--- config.mk ---
export PLATFORM = sky130hd
export DESIGN_NAME = sc1602_text_buffer
export DESIGN_NICKNAME = d
export VERILOG_FILES = /design/src/rtl/sc1602_text_buffer.sv
export SDC_FILE = /design/constraint.sdc
export NUM_CORES = 1
export LEC_CHECK = 0
export ABC_AREA = 1
export BUFFER_PORTS_ARGS = -buffer_cell sky130_fd_sc_hd__buf_2
export CAP_MARGIN = 20
export CORE_ASPECT_RATIO = 1.2
export CORE_MARGIN = 4
export CORE_UTILIZATION = 45
export CTS_CLUSTER_SIZE = 14
export DETAILED_ROUTE_END_ITERATION = 10
export MAX_ROUTING_LAYER = met4
export PLACE_DENSITY = 0.65
export SETUP_SLACK_MARGIN = 0.05
export SLEW_MARGIN = 20
export SYNTH_ARGS = -nofsm -noshare
export SYNTH_HDL_FRONTEND = slang
export SYNTH_SLANG_ARGS = --single-unit
--- constraint.sdc ---
create_clock -name clk -period 3.7 [get_ports clk]
set_clock_uncertainty 0.1 [all_clocks]
set_input_delay 0.37 -clock clk [delete_from_list [all_inputs] [get_ports clk]]
set_output_delay 0.37 -clock clk [all_outputs]
set_load 0.01 [all_outputs]
--- src/rtl/sc1602_text_buffer.sv ---
// Character source for the SC1602 LCD driver: 32-char frame, draw tracking, shift arbiter.
// Optional double buffering with publish-on-frame-boundary: define SC1602_TEXTBUF_DBUF_EN.
module sc1602_text_buffer #(
    parameter logic [7:0] INIT_CHAR = 8'h20
) (
    input  logic       clk,
    input  logic       resetn,
    input  logic       wr_valid,
    output logic       wr_ready,
    input  logic [4:0] wr_addr,
    input  logic [7:0] wr_data,
`ifdef SC1602_TEXTBUF_DBUF_EN
    input  logic       commit,
`endif
    input  logic       shift_valid,
    input  logic       shift_dir,
    output logic       shift_ready,
    input  logic       drv_ready_i,
    input  logic       drv_drawing_i,
    input  logic       drv_en_i,
    input  logic       drv_rs_i,
    output logic [7:0] character_o,
    output logic [2:0] command_o,
    output logic [4:0] pos_o
);

    typedef enum logic [1:0] {
        S_IDLE,
        S_REQ,
        S_CMD,
        S_DONE
    } state_t;

    state_t     state;
    logic       drawing_q;
    logic       ready_q;
    logic       en_q;
    logic       pulse_cnt;
    logic [7:0] mem [32];

    logic draw_fall;
    logic ready_rise;
    logic ready_fall;
    logic en_rise;
    logic wr_fire;

    assign draw_fall  = drawing_q & ~drv_drawing_i;
    assign ready_rise = ~ready_q & drv_ready_i;
    assign ready_fall = ready_q & ~drv_ready_i;
    assign en_rise    = ~en_q & drv_en_i;
    assign wr_fire    = wr_valid & wr_ready;

    assign shift_ready = (state == S_IDLE) & drv_ready_i;

    always_ff @(posedge clk or negedge resetn) begin
        if (!resetn) begin
            drawing_q <= 1'b0;
            ready_q   <= 1'b0;
            en_q      <= 1'b0;
        end else begin
            drawing_q <= drv_drawing_i;
            ready_q   <= drv_ready_i;
            en_q      <= drv_en_i;
        end
    end

    // Frame-done wins over a simultaneous draw advance.
    always_ff @(posedge clk or negedge resetn) begin
        if (!resetn) begin
            pos_o <= 5'd0;
        end else if (ready_rise) begin
            pos_o <= 5'd0;
        end else if (draw_fall) begin
            pos_o <= pos_o + 5'd1;
        end
    end

`ifdef SC1602_TEXTBUF_DBUF_EN
    logic [7:0] back [32];
    logic       pending;
    logic       frame_edge;

    assign frame_edge = ready_rise | (draw_fall & (pos_o == 5'd31));
    assign wr_ready   = ~pending;

    always_ff @(posedge clk or negedge resetn) begin
        if (!resetn) begin
            pending <= 1'b0;
        end else if (pending && frame_edge) begin
            pending <= 1'b0;
        end else if (commit) begin
            pending <= 1'b1;
        end
    end

    always_ff @(posedge clk or negedge resetn) begin
        if (!resetn) begin
            for (int i = 0; i < 32; i++) back[i] <= INIT_CHAR;
        end else if (wr_fire) begin
            back[wr_addr] <= wr_data;
        end
    end

    always_ff @(posedge clk or negedge resetn) begin
        if (!resetn) begin
            for (int i = 0; i < 32; i++) mem[i] <= INIT_CHAR;
        end else if (pending && frame_edge) begin
            for (int i = 0; i < 32; i++) mem[i] <= back[i];
        end
    end
`else
    assign wr_ready = 1'b1;

    always_ff @(posedge clk or negedge resetn) begin
        if (!resetn) begin
            for (int i = 0; i < 32; i++) mem[i] <= INIT_CHAR;
        end else if (wr_fire) begin
            mem[wr_addr] <= wr_data;
        end
    end
`endif

    // Frozen while drawing so both nibbles come from the same character.
    always_ff @(posedge clk or negedge resetn) begin
        if (!resetn) begin
            character_o <= INIT_CHAR;
        end else if (!drv_drawing_i) begin
            character_o <= mem[pos_o];
        end
    end

    always_ff @(posedge clk or negedge resetn) begin
        if (!resetn) begin
            state     <= S_IDLE;
            command_o <= 3'b000;
            pulse_cnt <= 1'b0;
        end else begin
            unique case (state)
                S_IDLE: begin
                    if (shift_valid && shift_ready) begin
                        command_o <= {2'b01, shift_dir};
                        state     <= S_REQ;
                    end
                end
                S_REQ: begin
                    if (ready_fall) begin
                        pulse_cnt <= 1'b0;
                        state     <= S_CMD;
                    end
                end
                S_CMD: begin
                    if (en_rise && !drv_rs_i) begin
                        if (pulse_cnt) begin
                            state <= S_DONE;
                        end else begin
                            pulse_cnt <= 1'b1;
                        end
                    end
                end
                S_DONE: begin
                    command_o <= 3'b000;
                    state     <= S_IDLE;
                end
                default: state <= S_IDLE;
            endcase
        end
    end

endmodule

# ---- After elaboration in Yosys (flattened, before gate mapping)
# Cells that the tools add are included.
# Widths: inputs -> output; s select.
dict set report totals {
  in_bits 22
  regBits 278
}
dict set report classes {
  addsub 1
  eq_ne 7
  bitwise_logic 11
  reduce_logical 11
  mux 18
  order_cmp 3
}
# cell n
set ops {}
lappend ops {{$bwmux 256} 1}
lappend ops {{$bmux 8 s5} 1}
lappend ops {{$demux 8 s5} 1}
lappend ops {{$mux 8} 3}
lappend ops {{$ge 6x6->1 const B} 2}
lappend ops {{$not 5->6} 2}
lappend ops {{$mux 5} 2}
lappend ops {{$mux 2} 4}
lappend ops {{$pmux 2 s4} 1}
lappend ops {{$lt 6x1->1 const B} 1}
lappend ops {{$ne 2x2->1 const B} 3}
lappend ops {{$pmux 3 s2} 1}
lappend ops {{$reduce_bool 2->1} 3}
lappend ops {{$add 5x1->5 const B} 1}
lappend ops {{$and 1x1->1} 5}
lappend ops {{$eq 2x2->1 const B} 2}
lappend ops {{$not 1->1} 4}
lappend ops {{$reduce_and 4->1} 1}
lappend ops {{$logic_and 1x1->1} 3}
lappend ops {{$mux 3} 1}
lappend ops {{$reduce_and 3->1} 1}
lappend ops {{$eq 2x1->1 const B} 1}
lappend ops {{$logic_not 2->1} 1}
lappend ops {{$mux 1} 2}
lappend ops {{other kinds (4)} 4}

# ---- Logic depth before layout (Yosys ltp)
# Gate-level depths: netlist of the first run.
dict set report depth {
  ltp_word 6
  ltp_mapped 11
}

# ---- Least setup slack after synthesis of the first run
# OpenSTA, ideal clock, no wires.
dict set report synth_timing {
  path_kind {register -> register}
  startpoint {reg pos_o[0]}
  endpoint {reg character_o[6]}
  stages_incl_launch_ff 11
  n_path_buf 2
  path_slack_ns 1.965
  t_arrival_ns 1.518
  period_less_slack_ns 1.735
  setup_ns 0.118
  path_cell_list {dfrtp_1 -> inv_1 -> clkbuf_1 -> clkbuf_1 -> nand2_1 -> nand3_1 -> nand3_1 -> nand3_1 -> nand2_1 -> nand3_1 -> nand2_1}
}
dict set report synth_via {
  elab_chain_cells 4
}
# element line_no
set synth_lines {}
lappend synth_lines {{start, declared} 24} ;# output logic [4:0] pos_o
lappend synth_lines {{start signal, assigned} 74} ;# pos_o <= pos_o + 5'd1;
lappend synth_lines {{$not 5->6 (implied by the code)} 128} ;# character_o <= mem[pos_o];
lappend synth_lines {{$bmux 8 s5} 128}
lappend synth_lines {{$mux 8 (implied by the code) (2 in series)} 128}
lappend synth_lines {{end signal, assigned} 128}
lappend synth_lines {{end, declared} 22} ;# output logic [7:0] character_o,
# No other way between the ends. The select of a mux whose other input is x is not followed.
# A chain may end at the register's enable or synchronous reset.

# ---- Worst setup path after layout of the first run
dict set report layout_timing {
  startpoint {reg pos_o[0]}
  endpoint {out pos_o[0]}
}
# No word-level cell between the ends.

==> impl_metrics.ini, run 1 <==
[outcome]
status = finished clean

[power_and_ir_drop]
pwr-share-comb = 0.187
internal_power_mw = 6.46
leakage_nw = 7.07
fin_total_pwr_mw = 9.16
pwr-share-seq = 0.438
clkPwrFrac = 0.375
power.switching_mw = 2.69
swShare = 0.294
ir_worst_vdd_v = 0.000412
power_density_nw_per_um2 = 620

[global_routing]
antenna_found_initial = 1
grt_max_degree = 115
grt_pass1_vias = 10700
grt_use_total = 0.238
grt_pass1_wl_um = 59200
grt.overflow.total = 0

[synth]
synth_flop_cell = dfrtp_1
synthXorXnorAreaFrac = 0
synth_compound_area_frac = 0.117
syn_area_per_cell_um2 = 7.70
synth_edf_count = 0
synth_cell_type_count = 29
synthSimpleGateAreaFrac = 0.267
synth_top_family_by_area = simple AND/OR/NAND/NOR gates
yosys.area.top_type_share = 0.467
synth_top_area_cell = dfrtp_1
yosysWarnings = 0
ys_seq_area_frac = 0.533
synth_nets = 1726
yosys.cell_count.top_type = nand2_1
netlist_top_cells_count = nand2_1, dfrtp_1, o21ai_0, nand3_1, inv_1
synthMuxAreaShare = 0.000861
synthArstFlopShare = 1.00
netlist_top_cells_area = dfrtp_1, nand2_1, o21ai_0, dfstp_2, nand3_1
syn-cell-area_um2 = 13100
synth-seq-cells = 277
synthAdderAreaFrac = 0.00574
syn_inst = 1698

[clock_network]
clk_pin_slew_worst_paths_ps = 60
clockBufferDepth = 3
ctsHtreeMaxLevel = 1
cts_tree = built
cts_setup_buffers = 0
clock-sinks = 277
cts_buffers = 30
cts_root_buffer = clkbuf_16
worstSkewPairLatency_ps = 560

[sta]
drv_slew = 0
whs_ps = 122
slew_headroom = 0.287
rsz0062_at_grt = false
clock.fmax_mhz = 385
tightest_slew_ps = 1060
setup-tns-final_ps = 0
setup_viol = 0
hold_violations = 0
period_share = 0.701
finalCriticalPeriod_ps = 2590

[cells_and_area]
utilization = 0.514
drive_gt1_frac = 0.0888
fin_nets = 1715
area_growth_pct = 13.0

[detailed_routing]
vias = 11100
drt_iter0_drc = 1041
ant_nets = 0
drcViolationCount = 0
wirelength_um = 36500
drt_pass1_iterations = 5
wire_per_inst_um = 17.4
via_per_inst = 5.28

[setup_path]
reg2reg_depth = 8
critical_path_required_ps = 3230
reg2reg_slack_ps = 1130
path_cells = buf_12, buf_2
cp_max_fo = 114
crit_slowest_cell = dfrtp_4
cp_num_buf_inv = 2
r2r_end = character_o[0]$_DFFE_PN0N_
crit_path_end_kind = output pin
cpPeakStageDelay_ps = 720
worst_setup_path_start_kind = flop
crit_type = flop to output pin
cp_top_family = flip-flops
worstPathArrival_ps = 2120
rr_startpoint = pos_o[2]$_DFFE_PN0P_

[worst_hold_path]
hold_class = input port to flop
min_path_cells = 5
min_from = drv_rs_i
hold-path-endpoint = pulse_cnt$_DFFE_PN0P_

[die]
core.rowCount = 68
die-area_um2 = 31900
die_h_um = 195
core_um2 = 28800
initial_core_util = 0.455
io-pin-count = 40
fp.dieW_um = 164

[placed_design]
port_buffers = 37
place_hpwl_um = 23000
gp_congestion = 0.944

[flow_run]
maxCapViolCount = 0
==> registers in the layout (all words and copies together) (netlist names) <==
signal,count
mem,256
command_o,2
pos_o,5
drawing_q,1
ready_q,1
pulse_cnt,1
state,2
en_q,1
character_o,8
==> timing repair <==
item	CTS	global route
endpoints found under the hold margin	103	0
hold buffers	13	0
gates resized for setup	0	0
==> tightest hold or removal path, cell delays in order <==
cell	delay, ps
buf_2	80
o31ai_1	60
inv_1	60
nor3_1	40
o21ai_0	130
==> placed cells by master, fill, tap and decap left out, types with 2 or more instances in the layout <==
cell and n:
a21oi_1 42, buf_12 4, buf_2 36, buf_4 11
bufinv_16 7, clkbuf_1 6, clkbuf_16 31, clkbuf_8 8
clkinv_1 4, clkinv_2 2, conb_1 2, dfrtp_1 242
dfstp_2 33, diode_2 2, dlygate4sd3_1 13, ha_1 6
inv_1 141, inv_2 4, inv_6 2, nand2_1 598
nand3_1 155, nor2_1 79, nor2_2 2, nor2_4 2
nor3_1 13, nor3_2 3, o211ai_1 8, o21ai_0 244
o31ai_1 2
==> power groups by stage <==
stage               clock network (mW)  logic, mW  registers, mW
global placement                     0       1.67           4.03
detailed placement                   0       1.71           4.05
CTS                               3.49       1.73           4.00
floorplan                            0       1.20           3.97
finish                            3.44       1.71           4.01
global route                      3.64       1.99           4.08
==> stage by stage <==
stage	instances	worst slack, ps	cell area [µm²]
floorplan	1698	1960	13100
global placement	2027	1210	13500
detailed placement	2027	1160	13500
CTS	2096	1150	14800
global route	2097	956	14800
finish	2098	1110	14800
==> worst max-delay path by stage <==
stage / start / to / depth (start not counted)
2_1_floorplan: pos_o[0]$_DFFE_PN0P_ / character_o[6]$_DFFE_PN0N_ / 10
3_3_place_gp: wr_valid / mem[66]$_DFFE_PN0P_ / 6
3_5_place_dp: wr_valid / mem[66]$_DFFE_PN0P_ / 6
4_1_cts: pos_o[0]$_DFFE_PN0P_ / pos_o[0] / 2
5_1_grt: pos_o[2]$_DFFE_PN0P_ / character_o[2]$_DFFE_PN0N_ / 8
6_report: pos_o[0]$_DFFE_PN0P_ / pos_o[0] / 2
==> routing by layer <==
metal  track usage  vias to the layer above  share of wire
li1              -                     5364              -
met1         0.318                     5309           0.43
met2         0.375                      335           0.48
met3        0.0380                       64          0.061
met4        0.0771                        0          0.032
met5             -                        -              0
==> layout make-up <==
| cell class | count | area [µm²] |
|---|---|---|
| clock inverters | 11 | 241 |
| flip-flops and latches | 277 | 6980 |
| repair buffers | 65 | 488 |
| fillers | 2849 | 14000 |
| well taps | 385 | 482 |
| clock buffers | 45 | 908 |
| multi-input cells | 1163 | 5110 |
| inverters | 150 | 564 |
| diodes | 2 | 5.00 |
==> cell families (layout without fill, tap and decap cells) <==
kind of cell	after synthesis	in the layout
other cells	2	4
buf+inv	258	271
fa+ha+maj	6	6
simple gates	855	855
mux	1	1
compound gates	299	299
flops	277	277
(Power assumes the default switching activity.)
==> run 2, diff against run 1 <==
--- a/config.mk
+++ b/config.mk
@@ -5,7 +5,7 @@
 export SDC_FILE = /design/constraint.sdc
 export NUM_CORES = 1
 export LEC_CHECK = 0
-export ABC_AREA = 1
+export ABC_AREA = 0
 export BUFFER_PORTS_ARGS = -buffer_cell sky130_fd_sc_hd__buf_2
 export CAP_MARGIN = 20
 export CORE_ASPECT_RATIO = 1.2
@@ -14,7 +14,7 @@
 export CTS_CLUSTER_SIZE = 14
 export DETAILED_ROUTE_END_ITERATION = 10
 export MAX_ROUTING_LAYER = met4
-export PLACE_DENSITY = 0.65
+export PLACE_DENSITY = 0.67
 export SETUP_SLACK_MARGIN = 0.05
 export SLEW_MARGIN = 20
 export SYNTH_ARGS = -nofsm -noshare
==> constraint.sdc (replaced) <==
create_clock -name clk -period 2.2 [get_ports clk]
set_clock_uncertainty 0.1 [all_clocks]
set_input_delay 0.22 -clock clk [delete_from_list [all_inputs] [get_ports clk]]
set_output_delay 0.22 -clock clk [all_outputs]
set_load 0.01 [all_outputs]
==> run 2 against run 1 <==
Compared with the run above:
- design area is 0.53% higher
- worst hold slack lost 43 ps
- non-clock buffer count up 34
- sequential share of layout area fell by 0.25 points
- wire length decreased by 18%
- global-route usage shrank 4.1 points
- critical endpoint is now character_o[1]$_DFFE_PN0N_
- highest routed layer unchanged
==> impl_metrics.ini, run 2 <==
[setup_path]
rr_startpoint = pos_o[1]$_DFFE_PN0P_
crit_path_end_kind = flop
reg2reg_depth = 5
cp_max_fo = 29
crit_slowest_cell = a222oi_1
crit_type = flop to flop
worst_setup_path_start_kind = flop
worstPathArrival_ps = 2470
cpPeakStageDelay_ps = 460
path_cells = buf_12, and3b_1, a222oi_1, o211ai_1, o221a_1
critical_path_required_ps = 2520
startpoint = pos_o[1]$_DFFE_PN0P_
reg2reg_slack_ps = 50
r2r_end = character_o[1]$_DFFE_PN0N_
setup.worst_path.end = character_o[1]$_DFFE_PN0N_

[clock_network]
cts_buffers = 28
clockBufferDepth = 3
clock-sinks = 277
ctsHtreeMaxLevel = 1
clk_pin_slew_worst_paths_ps = 60
cts_tree = built
cts_root_buffer = clkbuf_16
worstSkewPairLatency_ps = 550

[synth]
ys_seq_area_frac = 0.538
netlist_top_cells_area = dfrtp_1, mux2_2, mux4_2, dfstp_2, mux2i_1
syn-cell-area_um2 = 13000
synth_cell_type_count = 46
synth_flop_cell = dfrtp_1
synthSimpleGateAreaFrac = 0.0442
syn_area_per_cell_um2 = 15.0
synthAdderAreaFrac = 0.00579
synth_top_area_cell = dfrtp_1
synth-seq-cells = 277
synth_nets = 891
yosys.area.top_type_share = 0.471
yosys.cell_count.top_type = mux2_2
synth_edf_count = 0
yosysWarnings = 0
synthXorXnorAreaFrac = 0.00270
synthArstFlopShare = 1.00
netlist_top_cells_count = mux2_2, dfrtp_1, mux4_2, mux2i_1, dfstp_2
synth_compound_area_frac = 0.0359
synth_top_family_by_area = multiplexers
synthMuxAreaShare = 0.347
syn_inst = 863

[placed_design]
dpl_cell_area_um2 = 13800
gp_congestion = 0.789
place_hpwl_um = 19900
dp.cells = 1270
place_ws_ps = 7.70
port_buffers = 37

[cells_and_area]
drive_gt1_frac = 0.556
final_common_cell = mux2_2
final_cell_mix = mux2_2, dfrtp_1, buf_4
seq_area_um2 = 6980
design_area_um2 = 14900
layout.cells.non_filler = 1335
top_register = mem
fillerInstances = 2363
reg_top3 = mem: 256 flops, character_o: 8 flops, pos_o: 5 flops
area_growth_pct = 14.6
utilization = 0.527
multi_input_area_um2 = 5660
largest_reg_flops = 256
fin_nets = 961

[sta]
slew_headroom = 0.491
rsz0062_at_grt = true
setup-tns-final_ps = 0
whs_ps = 79.3
drv_slew = 0
period_share = 0.977
layout_setup_ws_ps = 51.2
hold_violations = 0
setup_viol = 0
clock.fmax_mhz = 465
finalCriticalPeriod_ps = 2150
tightest_slew_ps = 763

[global_routing]
grt_use_total = 0.197
grt.overflow.total = 0
grt_pass1_vias = 7900
grt_max_degree = 60
grt_pass1_wl_um = 47300
antenna_found_initial = 1

[power_and_ir_drop]
leakage_nw = 6.58
power_density_nw_per_um2 = 992
ir_worst_vdd_v = 0.000501
fin_total_pwr_mw = 14.7

[detailed_routing]
vias = 7415
ant_nets = 0
drt_iter0_drc = 348
wire_per_inst_um = 22.4
drcViolationCount = 0
wirelength_um = 29900
drt_pass1_iterations = 5
via_per_inst = 5.55

[die]
die-area_um2 = 31600
io-pin-count = 40
core.rowCount = 67
core_um2 = 28200
fp.dieW_um = 163
die_h_um = 194
initial_core_util = 0.460

[outcome]
status = finished clean

[flow_run]
maxCapViolCount = 0

[worst_hold_path]
hold_class = input port to async pin
-- run 2: changes by cell type after synthesis, moves of 39 or more --
cell and delta:
mux2i_1 +39, nor2_1 -62, inv_1 -136, nand2_1 -580, nand3_1 -152, mux2_2 +274, clkbuf_1 -51, o21ai_0 -242
mux4_2 +40
-- run 2: critical path, delay by kind of cell, from the launching register on --
family                 cells  cell delay, ps
AO/OA/AOI/OAI              3             950
flip-flops                 1             410
buffers and inverters      1             220
AND/OR/NAND/NOR            1             350
-- run 2: cell type report --
class / instances / area share
Tap cell: 379 / 0.0319
Inverter: 9 / 0.00227
Clock buffer: 48 / 0.0584
Multi-Input combinational cell: 518 / 0.381
Clock inverter: 4 / 0.00135
Antenna cell: 1 / 0.000168
Sequential cell: 277 / 0.470
Timing Repair Buffer: 99 / 0.0553
-- run 2: cell families after synthesis --
logic type | after synthesis
other | 2
AO/OA/AOI/OAI | 51
adder cells (fa/ha/maj) | 6
XOR/XNOR | 4
multiplexers | 362
flip-flops | 277
AND/OR/NAND/NOR | 93
buffers and inverters | 68
-- run 2: worst min path at each step --
stage	endpoint	slack (ps)
6_report	mem[114]$_DFFE_PN0P_	80
5_1_grt	mem[114]$_DFFE_PN0P_	150
4_1_cts	mem[114]$_DFFE_PN0P_	100
3_5_place_dp	mem[114]$_DFFE_PN0P_	90
3_3_place_gp	mem[106]$_DFFE_PN0P_	90
2_1_floorplan	character_o[0]$_DFFE_PN0N_	-180
-- run 2: routing by layer --
metal  GRT usage  routed length, µm  vias to the layer above
li1            -                  -                     3331
met1       0.248              12400                     3916
met2       0.338              15700                      123
met3      0.0270               1080                       45
met4      0.0479                751                        0
met5           -                  0                        -
-- run 2: where the power goes --
| part | leakage (nW) | internal, mW | total [mW] | switching, mW |
|---|---|---|---|---|
| clock network | 0.438 | 2.66 | 4.57 | 1.92 |
| logic | 2.69 | 1.94 | 3.38 | 1.45 |
| registers | 3.45 | 6.21 | 6.79 | 0.576 |
| total | 6.58 | 10.8 | 14.7 | 3.94 |
-- run 2: what timing repair did --
action	CTS	global route
pin swaps	0	3
endpoints found under the hold margin	210	0
cloned	0	1
setup buffers	0	5
gates resized for setup	2	2
hold buffers	6	0
endpoints found under the setup margin	5	6
==> run 3, diff against run 2 <==
--- a/config.mk
+++ b/config.mk
@@ -10,11 +10,11 @@
 export CAP_MARGIN = 20
 export CORE_ASPECT_RATIO = 1.2
 export CORE_MARGIN = 4
-export CORE_UTILIZATION = 45
+export CORE_UTILIZATION = 35
 export CTS_CLUSTER_SIZE = 14
 export DETAILED_ROUTE_END_ITERATION = 10
 export MAX_ROUTING_LAYER = met4
-export PLACE_DENSITY = 0.67
+export PLACE_DENSITY = 0.56
 export SETUP_SLACK_MARGIN = 0.05
 export SLEW_MARGIN = 20
 export SYNTH_ARGS = -nofsm -noshare
==> run 3 against run 2 <==
Compared with the run above:
- fmax is 0.80% higher
- highest routed layer unchanged
- clock power is 11% higher
- utilization is 11 points lower
- design area is 1.5% higher
- sequential cell count stayed put
- largest cell class unchanged
- first-iteration DRC count is 6.9% higher
- setup slack better by 17 ps
- via count is 1.3% higher
- wire length is 7.3% higher
- final cell count is 7.3% higher
==> impl_metrics.ini, run 3 (synthesis results as in run 2) <==
[die]
die-area_um2 = 40200
initial_core_util = 0.358
io-pin-count = 40
fp.dieW_um = 184
core_um2 = 36200
core.rowCount = 76
die_h_um = 219

[setup_path]
path_cells = buf_12, mux2_2, a222oi_1, o211ai_1, o221a_1
cp_top_family = compound AO/OA/AOI/OAI gates
rr_startpoint = pos_o[1]$_DFFE_PN0P_
cp_num_buf_inv = 1
r2r_end = character_o[3]$_DFFE_PN0N_
worst_setup_path_start_kind = flop
cpPeakStageDelay_ps = 430
reg2reg_depth = 5
crit_type = flop to flop
worstPathArrival_ps = 2490
crit_slowest_cell = dfrtp_2
critical_path_required_ps = 2560
reg2reg_slack_ps = 70
cp_max_fo = 18
crit_path_end_kind = flop

[placed_design]
place_hpwl_um = 21600
port_buffers = 37
gp_congestion = 0.831

[power_and_ir_drop]
leakage_nw = 6.63
power_density_nw_per_um2 = 1020
ir_worst_vdd_v = 0.000684

[detailed_routing]
drt_pass1_iterations = 5
wl_met2_um = 16400
via_per_inst = 5.25
drt_iter0_drc = 372
ant_nets = 0
wire_per_inst_um = 22.4
wl_met1_um = 13900
top_layer = met4
drcViolationCount = 0
wl_met3_um = 1070
wirelength_um = 32100
vias = 7512

[clock_network]
clock-sinks = 277
clk_pin_slew_worst_paths_ps = 60
cts_buffers = 30
cts_setup_buffers = 0
worstSkewPairLatency_ps = 570
ctsHtreeMaxLevel = 1
clockBufferDepth = 3
cts_tree = built
cts_root_buffer = clkbuf_16

[global_routing]
grt_pass1_wl_um = 50400
antenna_found_initial = 2
grt_pass1_vias = 8188
grt_max_degree = 56
grt_use_total = 0.168
grt.overflow.total = 0

[cells_and_area]
fin_nets = 965
area_growth_pct = 16.4
reg_top3 = mem: 256 flops, character_o: 8 flops, pos_o: 5 flops
final_common_cell = mux2_2
largest_reg_flops = 256
final_cell_mix = mux2_2, dfrtp_1, buf_4
fillerInstances = 3307
top_register = mem
drive_gt1_frac = 0.564

[sta]
setup-tns-final_ps = 0
tightest_slew_ps = 832
finalCriticalPeriod_ps = 2130
period_share = 0.969
slew_headroom = 0.444
rsz0062_at_grt = true
clock.fmax_mhz = 469
whs_ps = 72.4
setup_viol = 0
hold_violations = 0
drv_slew = 0

[outcome]
status = finished clean

[flow_run]
maxCapViolCount = 0

[worst_hold_path]
hold_class = input port to async pin
-- run 3: cell types whose count changed in the layout (fill, tap and decap cells not counted), sizes merged --
cell	previous run	this run
inv	9	10
clkinv	4	3
buf	92	95
diode	1	3
bufinv	0	2
clkbuf	49	50
-- run 3: power by group --
part | internal [mW] | switching (mW)
clock | 3.03 | 2.04
sequential | 6.21 | 0.560
combinational | 1.96 | 1.53
-- run 3: worst max path at each step --
stage	startpoint	endpoint	slack, ps	depth (start not counted)
floorplan	pos_o[0]$_DFFE_PN0P_	character_o[2]$_DFFE_PN0N_	260	6
global placement	pos_o[0]$_DFFE_PN0P_	character_o[2]$_DFFE_PN0N_	30	5
detailed placement	pos_o[0]$_DFFE_PN0P_	character_o[2]$_DFFE_PN0N_	8	5
CTS	pos_o[1]$_DFFE_PN0P_	character_o[3]$_DFFE_PN0N_	70	5
global route	pos_o[0]$_DFFE_PN0P_	character_o[4]$_DFFE_PN0N_	40	5
finish	pos_o[1]$_DFFE_PN0P_	character_o[3]$_DFFE_PN0N_	70	5
-- run 3: metrics by stage --
step,setup slack (ps),cell area [µm²],util,std cells,power [mW]
after global placement,30.4,14000,0.386,1367,10.3
after global routing,40.8,15100,0.416,1431,16.1
final,68.2,15100,0.416,1432,15.3
after detailed placement,8.02,14000,0.386,1367,10.4
after floorplan,255,13000,-,863,9.08
after CTS,70.6,15100,0.416,1429,15.5
-- run 3: final cells by class --
class / instances / area [µm²] / area share
tap: 468 / 586 / 0.0388
multi-input combinational: 518 / 5690 / 0.377
inverter: 9 / 33.8 / 0.00224
clock buffer: 50 / 906 / 0.0600
antenna: 3 / 7.51 / 0.000498
sequential: 277 / 6980 / 0.462
clock inverter: 6 / 95.1 / 0.00630
timing repair buffer: 101 / 795 / 0.0527
-- run 3: routing by layer --
| layer | up-vias | track usage |
|---|---|---|
| met5 | - | - |
| met4 | 0 | 0.0488 |
| met3 | 45 | 0.0245 |
| met2 | 121 | 0.283 |
| met1 | 3992 | 0.212 |
| li1 | 3354 | - |
-- run 3: what timing repair did --
action,in CTS,in global routing
endpoints found under the setup margin,3,5
resized for setup,3,4
pin swaps,0,3
hold endpoints to repair,253,0
hold buffers,6,0
